--- src/rtl/gray_decoder_tracker.sv ---
// Gray-code sample decoder with up/down/illegal classification and position tracking.
// Define GRAY_DEC_SYNC_EN to add a two-flop input synchronizer ahead of capture.
module gray_decoder_tracker #(
  parameter int N  = 4,
  parameter int PW = N + 4
) (
  input  logic          clk,
  input  logic          rst,
  input  logic          sample_en,
  input  logic [N-1:0]  gray_in,
  input  logic          clr_err,
  output logic [N-1:0]  bin_out,
  output logic          valid,
  output logic          step_up,
  output logic          step_dn,
  output logic          err,
  output logic [7:0]    err_cnt,
  output logic [PW-1:0] pos
);

  typedef enum logic [1:0] {
    IDLE,
    TRACK,
    FAULT
  } state_t;

  logic [N-1:0] g_s;
  logic         se_s;

`ifdef GRAY_DEC_SYNC_EN
  logic [N-1:0] g_m;
  logic         se_m;

  always_ff @(posedge clk or posedge rst) begin
    if (rst) begin
      g_m  <= '0;
      se_m <= 1'b0;
      g_s  <= '0;
      se_s <= 1'b0;
    end else begin
      g_m  <= gray_in;
      se_m <= sample_en;
      g_s  <= g_m;
      se_s <= se_m;
    end
  end
`else
  assign g_s  = gray_in;
  assign se_s = sample_en;
`endif

  logic [N-1:0] g_q;
  logic         s_q;

  always_ff @(posedge clk or posedge rst) begin
    if (rst) begin
      g_q <= '0;
      s_q <= 1'b0;
    end else begin
      s_q <= se_s;
      if (se_s) g_q <= g_s;
    end
  end

  // Each binary bit is the XOR of all Gray bits at or above it
  logic [N-1:0] b;
  for (genvar i = 0; i < N; i++) begin : g_dec
    assign b[i] = ^(g_q >> i);
  end

  state_t       state_q, state_d;
  logic [N-1:0] ref_q, ref_d;
  logic [N-1:0] d;
  logic         d_none, d_up, d_dn;

  assign d      = b - ref_q;
  assign d_none = (d == '0);
  assign d_up   = (d == {{(N-1){1'b0}}, 1'b1});
  assign d_dn   = (d == '1);

  logic [N-1:0]  bin_d;
  logic          valid_d, up_d, dn_d, err_d;
  logic [7:0]    cnt_d;
  logic [PW-1:0] pos_d;

  always_comb begin
    state_d = state_q;
    ref_d   = ref_q;
    bin_d   = bin_out;
    valid_d = valid;
    up_d    = 1'b0;
    dn_d    = 1'b0;
    err_d   = err;
    cnt_d   = err_cnt;
    pos_d   = pos;
    if (s_q) begin
      bin_d   = b;
      valid_d = 1'b1;
      ref_d   = b;
      unique case (state_q)
        IDLE: state_d = TRACK;
        TRACK: begin
          if (d_up) begin
            up_d  = 1'b1;
            pos_d = pos + 1'b1;
          end else if (d_dn) begin
            dn_d  = 1'b1;
            pos_d = pos - 1'b1;
          end else if (!d_none) begin
            err_d   = 1'b1;
            state_d = FAULT;
            if (err_cnt != 8'hFF) cnt_d = err_cnt + 8'd1;
          end
        end
        FAULT: begin
          if (clr_err) begin
            err_d   = 1'b0;
            state_d = TRACK;
          end
        end
        default: state_d = IDLE;
      endcase
    end else if (state_q == FAULT && clr_err) begin
      err_d   = 1'b0;
      state_d = IDLE;
    end
  end

  always_ff @(posedge clk or posedge rst) begin
    if (rst) begin
      state_q <= IDLE;
      ref_q   <= '0;
      bin_out <= '0;
      valid   <= 1'b0;
      step_up <= 1'b0;
      step_dn <= 1'b0;
      err     <= 1'b0;
      err_cnt <= '0;
      pos     <= '0;
    end else begin
      state_q <= state_d;
      ref_q   <= ref_d;
      bin_out <= bin_d;
      valid   <= valid_d;
      step_up <= up_d;
      step_dn <= dn_d;
      err     <= err_d;
      err_cnt <= cnt_d;
      pos     <= pos_d;
    end
  end

endmodule

--- config.mk ---
export PLATFORM = sky130hd
export DESIGN_NAME = gray_decoder_tracker
export DESIGN_NICKNAME = d
export VERILOG_FILES = /design/src/rtl/gray_decoder_tracker.sv
export SDC_FILE = /design/constraint.sdc
export NUM_CORES = 1
export LEC_CHECK = 0
export ABC_AREA = 1
export BUFFER_PORTS_ARGS = -buffer_cell sky130_fd_sc_hd__buf_2
export CORE_ASPECT_RATIO = 0.5
export CORE_UTILIZATION = 55
export DETAILED_ROUTE_END_ITERATION = 10
export PLACE_DENSITY = 0.77
export SETUP_SLACK_MARGIN = 0.5
export SYNTH_ARGS = -nofsm -noshare
export SYNTH_HDL_FRONTEND = slang
export SYNTH_SLANG_ARGS = --single-unit
--- constraint.sdc ---
create_clock -name clk -period 4.24 [get_ports clk]
set_clock_uncertainty 0.15 [all_clocks]
set_input_delay 0.212 -clock clk [delete_from_list [all_inputs] [get_ports clk]]
set_output_delay 0.212 -clock clk [all_outputs]
set_load 0.01 [all_outputs]
-- Yosys cells after proc, flatten, opt, wreduce, memory -nomap -nowiden
Index checks and enable logic that the tools add are counted.
- add/sub/neg operators: 4
- equal/unequal tests: 10
- mux-type cells: 23
- bitwise operators: 3
- reduce and logical (&&, ||, !) cells: 13
- operators with widths (operator ; count):
    $add A8 B1 Y8 const B ; 2
    $mux W8 ; 2
    $reduce_xor A4 Y1 ; 4
    $mux W1 ; 13
    $mux W2 ; 6
    $ne A3 B3 Y1 const B ; 4
    $reduce_and A6 Y1 ; 2
    $ne A8 B8 Y1 const B ; 1
    $sub A8 B1 Y8 const B ; 1
    $pmux W2 S3 ; 1
    $reduce_and A5 Y1 ; 1
    $eq A4 B1 Y1 const B ; 1
    $eq A4 B4 Y1 const B ; 1
    $logic_not A4 Y1 ; 1
    $reduce_bool A2 Y1 ; 2
    $sub A4 B4 Y4 ; 1
    $ne A3 B1 Y1 const B ; 1
    $not A1 Y1 ; 3
    $reduce_and A3 Y1 ; 1
    $eq A2 B1 Y1 const B ; 1
    $eq A2 B2 Y1 const B ; 1
    $logic_not A2 Y1 ; 1
    $pmux W1 S2 ; 1
    $logic_and A1 B1 Y1 ; 1
- bits in registers: 31
- input bits: 8
- output and inout port bits: 24
- word-level logic and storage cells: 63

-- Depth between registers and ports, before layout
Gate-level depths: netlist of the first run.
- word-level depth: 8
- gate-level depth with buffers: 23
- depth with buffers taken out: 23

-- Least setup slack after synthesis of the first run
Ideal clock, no wire load.
- kind: reg-to-reg
- start point: register g_q[3]
- end point: register pos[7]
- library setup time: 0.117 ns
- data arrival time: 3.308 ns
- required time: 3.973 ns
- slack: 0.665 ns
- stages on the path, launching flop included: 20
- buffers on the path: 0
- clock period less this slack: 3.575 ns
- cells stage by stage: dfrtp_1 -> inv_2 -> nand2_1 -> nand2_1 -> xor2_1 -> xor2_1 -> ha_1 -> fa_1 -> inv_1 -> nor2_1 -> nand3_1 -> ha_1 -> nand3_1 -> nand3_1 -> a21oi_1 -> inv_1 -> nand2_1 -> nand3_1 -> nand2_1 -> nand2_1
- word-level cells in the longest chain between the ends: 5
- elaborated cells between the ends (all ways): 10
- classes of those cells: add/sub (1); eq/ne (2); mux (1); reduce/logical (6)
- ends and longest elaborated chain (item ; line ; text):
    from (decl) ; 52 ; logic [N-1:0] g_q;
    from (signal assigned) ; 61 ; if (se_s) g_q <= g_s;
    $reduce_xor A4 Y1 ; 68 ; assign b[i] = ^(g_q >> i);
    $sub A4 B4 Y4 (*) ; 76 ; assign d = b - ref_q;
    $eq A4 B1 Y1 / $eq A4 B4 Y1 (equally long branches) ; 78, 79 ;
    $reduce_bool A2 Y1 (no source line) ; n/a ;
    $reduce_and A3 Y1 (no source line) ; n/a ;
    to (signal assigned) ; 149 ; pos <= pos_d;
    to (decl) ; 18 ; output logic [PW-1:0] pos
Every way passes the cells marked *; elsewhere a longest branch is shown, timed or not.
A chain may end at the register's enable or synchronous reset.

-- Final worst setup path of the first run
Ends and elaborated chain as after synthesis.

==> metrics.md, run 1 <==
| Metric | Value |
|---|---|
| Max-cap violations | `0` |
| Commonest cells post-synth | `nand2_1 (66), dfrtp_1 (31), inv_1 (31)` |
| Hold path depth | `3` |
| Post-route cell area | `2273 um^2` |
| Crit end category | `flip-flop` |
| Cell type with the largest total area after synthesis | `dfrtp_1` |
| Pre-CTS setup slack | `around 220 ps` |
| CP Cell Sequence | `inv_2, nand2_1, nand2_1, xor2_2, xor2_1, ha_1, fa_1, inv_1, nor2_4, nand3_4, buf_12, ha_4, nand3_1, nand3_1, a21oi_1, nand4_1, nand4_1, nand2_1` |
| Final worst path period share | `0.8473` |
| Syn_area_per_cell | `8.260 um^2` |
| Vias/cell | `approximately 5.1` |
| Max frequency | `about 280 MHz` |
| Fin Setup TNS | `0 ps` |
| CTS Buf Count | `5` |
| Hold crit path type | `input pin to flip-flop` |
| CTS H-Tree Depth | `2` |
| CP dominant cell by count | `nand2_1` |
| Routed length per placed instance | `12.40 um` |
| Layout fillers | `228` |
| Initial DRT Pass Iterations | `4` |
| Status | `finished, final reports clean` |
| Design Power | `1.595 mW` |
| Clock root buffer | `clkbuf_8` |
| Initial Utilization | `0.5921` |
| Synth top area cells | `dfrtp_1 (42%), nand2_1 (14%), ha_1 (6.9%)` |
| Syn Std Cell Area | `between 1500 and 2000 um^2` |
| Critical path class | `flip-flop to flip-flop` |
| Area grow syn2layout | `24.54%` |
| DR vias | `around 1600` |
| Worst-Skew Late Latency | `between 200 and 300 ps` |
| Die Span X | `83.48 um` |
| IO Port Bufs | `31` |
| CTS tree | `done` |
| Post-placement cell area | `~2000 um^2` |
| Top-count cell post-synth | `nand2_1` |
| Post-synth EDFFs | `0` |
| CTS Buffer Depth | `2` |
| Die area | `between 3000 and 4000 um^2` |
| Largest net degree at the start of global routing | `32` |
| Final setup violation count | `0` |
| Slowest CP cell | `fa_1` |
| Cell family with most CP delay | `adder cells` |
| Nets | `284` |
| CP arrival | `around 3600 ps` |
| CP max stage delay | `between 500 and 600 ps` |
| Critical path depth | `18` |
| CP Launch Type | `flip-flop` |
| Initial antenna violation count | `0` |
| Slew Viols, Final | `0` |
| Final Core Density | `0.7374` |
| Wirelength, routed | `~3.8 mm` |
| Final hold viol count | `0` |
| Pleak | `1.222 nW` |
| Dpl cells | `291` |
| I/O pin total | `32` |
| FF+latch count, synth | `31` |
| Fraction of layout cells with a size suffix above 1 | `0.2424` |
| Post-synth top area share | `0.4249` |
| Grt total ovfl | `0` |
| Yosys warns | `0` |
| Slew HR | `0.6925` |
| Placed wire-length estimate | `~2.6 mm` |
| Worst Slack Setup Final | `approximately 650 ps` |
| Synth Instances | `between 200 and 250` |
| Die height | `42.74 um` |
| Worst vdd ir | `about 0.53 mV` |
| Inserted Diodes | `0` |
| Main synth FF type | `dfrtp_1` |
| Synth async-reset ratio | `1.000` |
| Core ar. | `3083 um^2` |
| Worst Tran Pin Value | `roughly 460 ps` |
| Cell Count, Final, Fillers Out | `between 300 and 400` |
| Routability cong. | `approximately 0.90` |
| Iteration-0 DRC Markers | `44` |
| Worst EP required | `between 4000 and 5000 ps` |
| Tot GR Track Use | `0.2238` |
| Pwr dens | `roughly 700 nW/um^2` |
| Crit Path Max Fanout | `6` |
| Site Rows | `14` |
| FF-to-FF path depth | `18` |
| Hold Slack | `8.792 ps` |
| Sequential cell area fraction in the yosys report | `0.4249` |
| Fin crit period | `roughly 3600 ps` |
| Yosys cell types | `25` |
| Post-route DRC | `0` |
| ANT nets after route | `0` |
| Post-Syn Nets | `approximately 240` |
| RSZ-0062 raised after global routing | `yes` |
| Worst Path Buf+Inv | `3` |
| Vias in the first global route | `between 1000 and 1500` |
| First-pass GRT wire length | `between 6 and 7 mm` |
| Worst-path clk slew | `about 60 ps` |
| # clock sinks | `31` |
[path summary, 6_finish.rpt]
check / startpoint / endpoint / slack, ps
setup / recovery: g_q[3] / pos[7] / 650
hold / removal: gray_in[3] / g_q[3] / 9
setup reg to reg: g_q[3] / pos[7] / 650
hold reg to reg: valid / valid / 310
max in group asynchronous: rst / pos[7] / 3250
min in group asynchronous: rst / ref_q[0] / 400
[flip-flops by register name, indices dropped and copies added, names as in the netlist]
| register | count |
|---|---|
| err_cnt | 8 |
| step_up | 1 |
| state_q | 2 |
| s_q | 1 |
| step_dn | 1 |
| pos | 8 |
| err | 1 |
| g_q | 4 |
| valid | 1 |
| ref_q | 4 |
[power breakdown]
part           switching [mW]  internal (mW)  leakage [nW]
Combinational           0.506          0.361         0.777
Sequential             0.0811          0.371         0.394
Clock                   0.104          0.172        0.0513
Total                   0.691          0.904          1.22
[cells by family after synthesis]
kind of cell / share of synthesized area
AND/OR/NAND/NOR: 0.2337
buffers and inverters: 0.08019
flip-flops: 0.4249
AO/OA/AOI/OAI: 0.08225
XOR/XNOR: 0.07608
adder cells (fa/ha/maj): 0.09047
multiplexers: 0.01234
[per-layer routing]
metal | routed length [um] | vias to the layer above | part of all wire | track usage
met2 | 1859 | 28 | 0.49 | 0.4000
met3 | 123 | 6 | 0.033 | 0.06420
met1 | 1742 | 731 | 0.46 | 0.2771
li1 | - | 786 | - | -
met4 | 44 | 0 | 0.012 | 0.04407
met5 | 0 | - | 0 | 0
[cells in the final DEF (no fill, tap or decap)]
cell	netlist	layout
a21oi_1	4	4
a31oi_1	2	2
buf_12	0	1
buf_2	0	31
buf_4	0	4
bufinv_16	0	1
clkbuf_1	0	1
clkbuf_8	0	5
dfrtp_1	31	31
dlygate4sd3_1	0	2
fa_1	2	2
ha_1	10	6
ha_4	0	4
inv_1	31	31
inv_2	2	2
mux2_2	2	2
nand2_1	66	66
nand2_2	2	2
nand3_1	12	11
nand3_4	0	1
nand4_1	5	5
nand4_2	1	1
nor2_1	9	8
nor2_2	1	1
nor2_4	0	1
nor3_1	2	2
nor4_1	1	1
o21ai_0	15	15
o21ai_2	4	4
o21bai_2	0	1
or2_2	1	1
xnor2_1	2	2
xor2_1	12	11
xor2_2	1	1
xor2_4	0	1
[what timing repair did]
item | in CTS | in global routing
hold buffers | 2 | 0
endpoints found under the setup margin | 5 | 4
pin swaps | 2 | 2
gates resized for setup | 3 | 8
setup buffers | 1 | 3
hold endpoints to repair | 32 | 0
[area by class of cell]
class / instances / area, um^2 / area share
flip-flops and latches: 31 / 775.7 / 0.3412
inverters: 33 / 123.9 / 0.05449
clock buffers: 6 / 72.57 / 0.03192
well taps: 40 / 50.05 / 0.02201
clock inverters: 1 / 30.03 / 0.01321
repair buffers: 38 / 225.2 / 0.09906
multi-input cells: 155 / 996.0 / 0.4381
[worst min-delay path: stages]
cell and delay, ps:
buf_2 80, nand2_1 40, o21ai_0 60
Power figures use the tool's default switching activity.
==> run 2: changes to the inputs <==
--- a/config.mk
+++ b/config.mk
@@ -8,9 +8,9 @@
 export ABC_AREA = 1
 export BUFFER_PORTS_ARGS = -buffer_cell sky130_fd_sc_hd__buf_2
 export CORE_ASPECT_RATIO = 0.5
-export CORE_UTILIZATION = 55
+export CORE_UTILIZATION = 50
 export DETAILED_ROUTE_END_ITERATION = 10
-export PLACE_DENSITY = 0.77
+export PLACE_DENSITY = 0.73
 export SETUP_SLACK_MARGIN = 0.5
 export SYNTH_ARGS = -nofsm -noshare
 export SYNTH_HDL_FRONTEND = slang
==> constraint.sdc (replaced) <==
create_clock -name clk -period 3 [get_ports clk]
set_clock_uncertainty 0.15 [all_clocks]
set_input_delay 0.15 -clock clk [delete_from_list [all_inputs] [get_ports clk]]
set_output_delay 0.15 -clock clk [all_outputs]
set_load 0.01 [all_outputs]
==> run 2 against run 1 <==
  * The run now ends with negative setup slack left
  * Via count is 21% higher
  * Cell area increased by 26%
  * Maximum frequency rose by 3.7%
  * Critical path depth is 1 higher
  * Sequential power up 46%
  * Worst hold slack gained 160 ps
  * Die area is 9.6% higher
  * Global-route usage increased by 3.9 points
  * Clock-buffer cell count unchanged
  * Flip-flop and latch count is the same
  * Register-to-register slack worse by 1100 ps
  * First-iteration DRC count increased by 100%
  * Critical path type unchanged
  * Critical endpoint unchanged
  * Largest cell class unchanged
  * Highest routed layer unchanged
==> metrics.md, run 2 (synthesis results as in run 1) <==
| Metric | Value |
|---|---|
| Status | `finished, violations left` |
| Failing checks | `negative setup slack` |
| First-pass GRT wire length | `7.638 mm` |
| Routed length per placed instance | `~14 um` |
| Initial Utilization | `0.5286` |
| Final worst path period share | `1.154` |
| CTS Buffer Depth | `2` |
| Leading registers by flop count | `err_cnt x8, pos x8` |
| Commonest non-fill, non-tap cells in the layout | `nand2_1 (55), buf_4 (37), dfrtp_1 (31), buf_2 (31), inv_1 (27)` |
| Internal | `~1.6 mW` |
| Clock root buffer | `clkbuf_8` |
| Die area | `approximately 4000 um^2` |
| Slew HR | `0.5715` |
| Sw Pwr | `approximately 1.3 mW` |
| Grt total ovfl | `0` |
| Final Core Density | `0.8268` |
| ANT nets after route | `0` |
| # clock sinks | `31` |
| Final hold viol count | `0` |
| Pwr dens | `approximately 1000 nW/um^2` |
| Critical path class | `flip-flop to flip-flop` |
| Placed wire-length estimate | `2.954 mm` |
| Wirelength, routed | `just over 5 mm` |
| Dpl cells | `320` |
| Combinational share of power | `0.659` |
| Tot GR Track Use | `0.2627` |
| Worst R2R Start | `g_q[2]` |
| Worst-path clk slew | `roughly 70 ps` |
| Largest net degree at the start of global routing | `18` |
| IO Port Bufs | `31` |
| Hold path depth | `6` |
| Hold crit path type | `input pin to flip-flop` |
| CTS tree | `done` |
| Design Power | `2.917 mW` |
| Slew Viols, Final | `0` |
| Commonest non-fill, non-tap cell in the layout | `nand2_1` |
| RSZ-0062 raised after global routing | `yes` |
| Clock power share | `0.115` |
| Initial antenna violation count | `0` |
| Worst vdd ir | `just under 0.5 mV` |
| Pleak | `1.451 nW` |
| Die Span X | `roughly 90 um` |
| Initial DRT Pass Iterations | `4` |
| I/O pin total | `32` |
| Hold Slack | `around 170 ps` |
| Max-cap violations | `0` |
| Area grow syn2layout | `56.41%` |
| Vias/cell | `approximately 5.2` |
| DR vias | `approximately 1900` |
| Final setup violation count | `7` |
| CP arrival | `between 3000 and 4000 ps` |
| Crit Path Max Fanout | `8` |
| Fin crit period | `between 3000 and 4000 ps` |
| Vias in the first global route | `about 1700` |
| Layout fillers | `about 200` |
| Fraction of layout cells with a size suffix above 1 | `0.4484` |
| Worst-Skew Late Latency | `~290 ps` |
| Worst EP required | `3020 ps` |
| Worst hold start | `clr_err` |
| Worst Hold End | `err` |
| Worst Tran Pin Value | `between 600 and 700 ps` |
| Post-route DRC | `0` |
| CTS Buf Count | `5` |
| Worst Slack Setup Final | `-462.8 ps` |
| FF-to-FF path depth | `19` |
| CTS H-Tree Depth | `2` |
| Max frequency | `between 200 and 300 MHz` |
| Die height | `44.73 um` |
| Cell Count, Final, Fillers Out | `361` |
| CP Launch Type | `flip-flop` |
| Reg-to-reg slack, setup | `-460 ps` |
| Site Rows | `15` |
| FF-to-FF End | `pos[7]` |
| Sw frac | `0.4445` |
| Inserted Diodes | `0` |
| Crit end category | `flip-flop` |
| Routability cong. | `between 0.7 and 0.8` |
| Iteration-0 DRC Markers | `about 90` |
| Seq pwr share | `0.226` |
| Core ar. | `about 3500 um^2` |
| Nets | `approximately 330` |
## run 2: final cells by class
cell class | instances | area [um^2] | area share
multi-input cells | 156 | 1215 | 0.4255
flip-flops and latches | 31 | 775.7 | 0.2717
repair buffers | 82 | 591.8 | 0.2073
inverters | 33 | 123.9 | 0.04338
clock buffers | 6 | 72.57 | 0.02542
well taps | 51 | 63.81 | 0.02235
clock inverters | 2 | 12.51 | 0.004382
## run 2: how the worst max path moves through the flow
stage	cells past startpoint	to	start	slack, ps
after floorplan	19	pos[7]	g_q[3]	-230
after global placement	20	pos[7]	g_q[3]	-220
after detailed placement	20	pos[7]	g_q[3]	-320
after CTS	21	pos[7]	g_q[3]	-300
after global routing	20	pos[7]	g_q[2]	-630
final	19	pos[7]	g_q[2]	-460
## run 2: worst max-delay path: stages, from the launching register on
cell     delay (ps)
dfrtp_1         380
inv_2            60
nand2_2          80
nand2_4          70
xor2_4          160
xor2_2          190
ha_2            190
fa_2            540
inv_2            60
nor2_4          130
nand3_4         210
ha_4            310
nand2_2          60
nand2_2          50
nand2_1          70
nand2_1          70
a21oi_2         140
nand4_1         160
nand4_1         160
nand2_1          90
## run 2: per-stage QoR
stage / setup TNS, ps / cell area [um^2] / setup WS (ps)
2_1_floorplan: -909.9 / 1966 / -232.6
3_3_place_gp: -957.1 / 2305 / -220.9
3_5_place_dp: -1488 / 2305 / -321.6
4_1_cts: -1259 / 2656 / -302.7
5_1_grt: -3483 / 2855 / -629.1
6_report: -2237 / 2855 / -462.8
## run 2: metal layers
metal,track usage,wire length (um),share of wire
met5,0,0,0
met4,0.07213,124,0.024
met3,0.05850,263,0.051
met2,0.4734,2623,0.50
met1,0.3271,2187,0.42
## run 2: timing repair
action	in CTS	in global routing
pin swaps	25	21
resized for setup	20	27
hold endpoints to repair	21	0
endpoints found under the setup margin	19	21
gates cloned	1	0
hold buffers	6	0
setup buffers	17	9
## run 2: power by group through the flow
stage | logic, mW | clock network, mW | registers, mW
6_report | 1.92 | 0.336 | 0.659
5_1_grt | 2.07 | 0.361 | 0.673
4_1_cts | 1.61 | 0.341 | 0.649
3_5_place_dp | 1.37 | 0 | 0.655
3_3_place_gp | 1.33 | 0 | 0.648
2_1_floorplan | 0.916 | 0 | 0.679
